--- src/rtl/rf_pkg.sv ---
// Shared defaults and helpers for the register file with write-back scoreboard.
package rf_pkg;

  localparam int unsigned XLEN_DEF = 32;
  localparam int unsigned NREG_DEF = 32;
  localparam int unsigned NRD_DEF  = 2;
  localparam int unsigned CW_DEF   = 2;

  // Address width for a register count; never narrower than one bit.
  function automatic int unsigned rf_aw(input int unsigned n);
    return (n <= 2) ? 1 : $clog2(n);
  endfunction

endpackage

--- src/rtl/rf_pend_ctr.sv ---
// Per-register outstanding write-back counter with saturation and last-write flags.
module rf_pend_ctr
  import rf_pkg::*;
#(
  parameter int unsigned CW = CW_DEF
) (
  input  logic          clk,
  input  logic          rst,
  input  logic          inc,
  input  logic          dec,
  input  logic          flush,
  output logic [CW-1:0] cnt,
  output logic          sat,
  output logic          one
);

  logic [CW-1:0] cnt_q, cnt_d;
  logic          dec_eff;

  // A retire against an empty counter is an error elsewhere; never wrap here.
  assign dec_eff = dec && (cnt_q != '0);

  always_comb begin
    cnt_d = cnt_q;
    if (flush) begin
      cnt_d = '0;
    end else if (inc && !dec_eff) begin
      cnt_d = cnt_q + 1'b1;
    end else if (!inc && dec_eff) begin
      cnt_d = cnt_q - 1'b1;
    end
  end

  always_ff @(posedge clk) begin
    if (rst) begin
      cnt_q <= '0;
    end else begin
      cnt_q <= cnt_d;
    end
  end

  assign cnt = cnt_q;
  assign sat = &cnt_q;
  assign one = (cnt_q == CW'(1));

endmodule

--- src/rtl/rf_sb.sv ---
// Multi-read, single-write register file with same-cycle bypass and a pending-write
// scoreboard used by decode for RAW hazard detection and issue throttling.
module rf_sb
  import rf_pkg::*;
#(
  parameter int unsigned XLEN = XLEN_DEF,
  parameter int unsigned NREG = NREG_DEF,
  parameter int unsigned NRD  = NRD_DEF,
  parameter int unsigned CW   = CW_DEF,
  localparam int unsigned AW  = rf_aw(NREG)
) (
  input  logic              clk,
  input  logic              rst,
  input  logic [NRD*AW-1:0] rd_addr,
  output logic [NRD*XLEN-1:0] rd_data,
  output logic [NRD-1:0]    rd_busy,
  input  logic              wr_en,
  input  logic [AW-1:0]     wr_addr,
  input  logic [XLEN-1:0]   wr_data,
  input  logic              iss_en,
  input  logic [AW-1:0]     iss_addr,
  output logic              iss_stall,
  input  logic              flush,
  output logic              sb_err
);

  logic [XLEN-1:0] regs_q [NREG];
  logic [CW-1:0]   cnt    [NREG];
  logic            sat    [NREG];
  logic            one    [NREG];
  logic            wr_live;
  logic            sb_err_q;

  assign wr_live = wr_en && (wr_addr != '0);

  // Register 0 never stores data and never tracks writes.
  always_ff @(posedge clk) begin
    if (rst) begin
      for (int i = 0; i < int'(NREG); i++) begin
        regs_q[i] <= '0;
      end
    end else if (wr_live) begin
      regs_q[wr_addr] <= wr_data;
    end
  end

  assign cnt[0] = '0;
  assign sat[0] = 1'b0;
  assign one[0] = 1'b0;

  for (genvar a = 1; a < int'(NREG); a++) begin : g_ctr
    logic inc, dec;
    assign inc = iss_en && (iss_addr == AW'(a)) && !iss_stall;
    assign dec = wr_en && (wr_addr == AW'(a));

    rf_pend_ctr #(
      .CW (CW)
    ) u_ctr (
      .clk   (clk),
      .rst   (rst),
      .inc   (inc),
      .dec   (dec),
      .flush (flush),
      .cnt   (cnt[a]),
      .sat   (sat[a]),
      .one   (one[a])
    );
  end

  // A retiring write to the saturated destination frees the slot it would need.
  assign iss_stall = iss_en && (iss_addr != '0) && sat[iss_addr] &&
                     !(wr_en && (wr_addr == iss_addr));

  always_comb begin
    logic [AW-1:0] addr;
    addr    = '0;
    rd_data = '0;
    rd_busy = '0;
    for (int k = 0; k < int'(NRD); k++) begin
      addr = rd_addr[k*AW +: AW];
      rd_data[k*XLEN +: XLEN] = (wr_live && (addr == wr_addr)) ? wr_data : regs_q[addr];
      // The final outstanding write retiring now is bypassed, so not a hazard.
      rd_busy[k] = (addr != '0) && (cnt[addr] != '0) &&
                   !(wr_en && (wr_addr == addr) && one[addr]);
    end
  end

  always_ff @(posedge clk) begin
    if (rst) begin
      sb_err_q <= 1'b0;
    end else if (wr_live && (cnt[wr_addr] == '0) && !flush) begin
      sb_err_q <= 1'b1;
    end
  end

  assign sb_err = sb_err_q;

endmodule

--- config.mk ---
export PLATFORM = sky130hd
export DESIGN_NAME = rf_sb
export DESIGN_NICKNAME = d
export VERILOG_FILES = /design/src/rtl/rf_pkg.sv /design/src/rtl/rf_pend_ctr.sv /design/src/rtl/rf_sb.sv
export SDC_FILE = /design/constraint.sdc
export NUM_CORES = 2
export LEC_CHECK = 0
export ABC_CLOCK_PERIOD_IN_PS = 2800
export BUFFER_PORTS_ARGS = -buffer_cell sky130_fd_sc_hd__buf_4
export CAP_MARGIN = 20
export CORE_MARGIN = 2
export CORE_UTILIZATION = 60
export CTS_CLUSTER_SIZE = 20
export DETAILED_ROUTE_END_ITERATION = 8
export PLACE_DENSITY = 0.77
export SLEW_MARGIN = 20
export SYNTH_ARGS = -nofsm -noshare
export SYNTH_HDL_FRONTEND = slang
export SYNTH_SLANG_ARGS = --single-unit
--- constraint.sdc ---
create_clock -name clk -period 2.8 [get_ports clk]
set_input_delay 0.14 -clock clk [delete_from_list [all_inputs] [get_ports clk]]
set_output_delay 0.14 -clock clk [all_outputs]
set_load 0.005 [all_outputs]
==> flow_metrics.tcl <==
set metrics [dict create \
    synth_simple_gate_area_frac 0.1405 \
    fin_crit_ns 2.912 \
    synth.distinct_cells 61 \
    synth_compound_area_frac 0.05246 \
    cts_max_path_buffers 3 \
    cts_sinks 1087 \
    violations "setup timing" \
    cts-root-buf "clkbuf_16" \
    synth_top_family_by_area "multiplexers" \
    grt_usage 0.3883 \
    synthMuxAreaShare 0.2102 \
    seqPwrFrac 0.488 \
    pwr-share-comb 0.140 \
    grt_pass1_vias 43060 \
    die_h_um 323.6 \
    synthesis.instances 4479 \
    clk_pin_slew_ns 0.07 \
    cts_tree "yes" \
    ys.flop_type "edfxtp_1" \
    end_kind "output port" \
    p_clk_frac 0.372 \
    yosys_warnings 0 \
    setup_ws_ns -0.1118 \
    clk_latency_ns 0.70 \
    fill_cells 6853 \
    fin_area_um2 70090 \
    rsz0062_at_grt "true" \
    via_per_inst 7.076 \
    p_per_area_nw_per_um2 557.6 \
    worst_slew_pin_slew_ns 1.019 \
    crit_arrival_ns 2.77 \
    routedWlPerCell_um 33.16 \
    start_util 0.6033 \
    synth_xor_area_frac 0.01100 \
    fmax_mhz 343.4 \
    fin_nets 4843 \
    first_iter_violations 7124 \
    p_leak_nw 25.03 \
    dr.pass1.iters 6 \
    dp_hpwl_um 127000 \
    synth_seq_area_share 0.5222 \
    grt_max_degree 70 \
    overflow 0 \
    worst_setup_path_start_kind "register" \
    io_pins 125 \
    timing.max_cap.violations 0 \
    synth-seq-cells 1087 \
    setup_violations 11 \
    synth_edf_count 1024 \
    p_int_mw 28.97 \
    cts_buffers 114 \
    wl_um 203200 \
    netSwitchingFraction 0.2587 \
    syn_avg_cell_area_um2 13.69 \
    slew_viol_final 0 \
    criticalPathCategory "register to output port" \
    period_share 1.040 \
    outcome "finished, violations left" \
    timing.slew.headroom 0.3158 \
    regArea_um2 32080 \
    multi_input_area_um2 27970 \
    coreArea_um2 101600 \
    critPathMaxFanout 3 \
    final_antenna_net_count 0 \
    drive_gt1_frac 0.2924 \
    port_buffers 124 \
    antenna_found_initial 9 \
    setup_tns_ns -0.4074 \
    placed_area_um2 65350 \
    synth_area_um2 61300 \
    async_reset_ff_frac 0 \
    synth-adder-area-share 0.02531 \
    hold_viol 0 \
    die_w_um 323.6 \
    drc 0 \
    dieArea_um2 104700 \
    vias 43360 \
    ir_worst_vdd_mv 0.5357 \
    hold_class "input pin to register" \
    fin_skew_ns 0.01657 \
    utilization 0.6899 \
    rows 117 \
    p_sw_mw 10.11 \
    required_ns 2.66 \
    place_congestion 0.9559 \
    syn_to_final_growth_pct 14.35 \
    grt_pass1_wl_um 289600 \
    htreeDepth 3 \
]
## cell type report
cell class,instances,area share
well taps,1368,0.02442
clock buffers,139,0.04204
flip-flops and latches,1087,0.4577
repair buffers,487,0.06509
inverters,70,0.003749
multi-input cells,2902,0.3990
clock inverters,68,0.007765
diodes,7,0.0002499
## layer usage
layer / global-route usage / vias up / share of wire
li1: - / 17290 / -
met2: 0.5841 / 3801 / 0.45
met4: 0.2376 / 6 / 0.073
met3: 0.1123 / 784 / 0.15
met1: 0.5033 / 21480 / 0.33
met5: 0 / - / 0.00020
## kinds of logic (layout without fill, tap and decap cells)
kind of cell,Yosys count,count (layout)
AO/OA/AOI/OAI,475,475
XOR/XNOR,77,77
adder cells (fa/ha/maj),124,124
buffers and inverters,521,764
flip-flops,1087,1087
multiplexers,662,662
other,1,39
AND/OR/NAND/NOR,1532,1532
## state kept, by name (all words and copies together) (netlist names)
signal	flops
regs_q	1024
g_ctr.u_ctr.cnt	62
sb_err	1
## stage by stage
step,setup slack [ns],power [mW],cells,hold slack (ns)
6_report,-0.1118,39.08,6128,0.01954
5_1_grt,-0.1444,39.87,6124,0.01144
4_1_cts,-0.08281,38.82,6112,0.003204
3_5_place_dp,-0.04450,24.49,5881,0.4718
3_3_place_gp,-0.07253,24.34,5881,0.4786
2_1_floorplan,0.4170,22.21,4510,0.3382
## cells in the final DEF (no fill, tap or decap), types with 57 or more instances in the layout
master / netlist / layout
buf_4: 31 / 380
a22oi_1: 90 / 89
buf_12: 0 / 57
nor2_1: 162 / 125
inv_1: 70 / 61
o21ai_0: 83 / 67
ha_1: 124 / 80
mux4_2: 497 / 497
xor2_1: 70 / 70
and2_1: 964 / 962
clkbuf_16: 0 / 116
mux2i_1: 135 / 134
a21oi_1: 68 / 64
nand2_1: 167 / 155
nor3_1: 97 / 73
edfxtp_1: 1024 / 1024
## final timing paths
kind | start | endpoint | slack, ns | depth (start not counted)
worst max-delay path | g_ctr[8].u_ctr.cnt[1]$_SDFFE_PP0P_ | rd_busy[0] | -0.11 | 9
worst min-delay path | wr_data[8] | regs_q[21][8]$_SDFFCE_PN0P_ | 0.02 | 2
worst max register to register | g_ctr[27].u_ctr.cnt[1]$_SDFFE_PP0P_ | g_ctr[12].u_ctr.cnt[1]$_SDFFE_PP0P_ | 0.02 | 13
worst min register to register | sb_err$_SDFFE_PP0P_ | sb_err$_SDFFE_PP0P_ | 0.48 | 2
## power groups by stage
stage / sequential, mW / clock [mW] / combinational, mW
2_1_floorplan: 19.2 / 0 / 3.03
3_3_place_gp: 19.3 / 0 / 5.08
3_5_place_dp: 19.4 / 0 / 5.13
4_1_cts: 19.0 / 14.5 / 5.25
5_1_grt: 19.1 / 15.1 / 5.60
6_report: 19.1 / 14.6 / 5.47
## repair_timing
item,CTS,global route
endpoints found under the hold margin,689,0
hold buffers,30,0
pin swaps,14,39
setup endpoints to repair,20,59
cloned,0,3
setup buffers,7,10
resized for setup,115,131
## synth_stat cells, types with 3 or more instances
cell	count	area [um^2]
o21ai_0	83	415.4
xor2_1	70	613.1
a311oi_1	22	192.7
a32oi_1	3	26.28
mux4_2	497	11190
buf_4	31	232.7
a22o_1	25	219.0
o21ai_1	25	125.1
nor3_1	97	485.5
a2111oi_0	13	113.9
or3_1	37	231.5
nand3b_1	8	60.06
nor4_1	3	18.77
buf_2	103	515.5
a211o_1	7	61.31
mux2i_1	135	1351
buf_6	19	214.0
clkbuf_1	290	1089
and2_1	964	6031
nand3_1	40	200.2
o221ai_1	6	52.55
edfxtp_1	1024	30750
xnor2_1	7	61.31
mux2_2	30	337.8
buf_1	8	30.03
inv_1	70	262.8
nand2_1	167	626.9
o22ai_1	49	306.5
a21oi_1	68	340.3
dfxtp_1	63	1261
a22oi_1	90	675.7
a21o_1	5	37.54
a31oi_1	6	37.54
nor2_1	162	608.1
nor2b_1	9	56.30
a221oi_1	36	315.3
or2_2	32	200.2
a211oi_1	21	157.7
ha_1	124	1551
## worst max-delay path: stages (launching register included)
cell and delay (ns):
dfxtp_2 0.35, inv_1 0.07, ha_1 0.22, mux4_2 0.46
nand2b_4 0.15, o31ai_2 0.07, a2111oi_2 0.08, a31o_2 0.28
a211oi_2 0.24, buf_4 0.17
(Power assumes the default switching activity.)
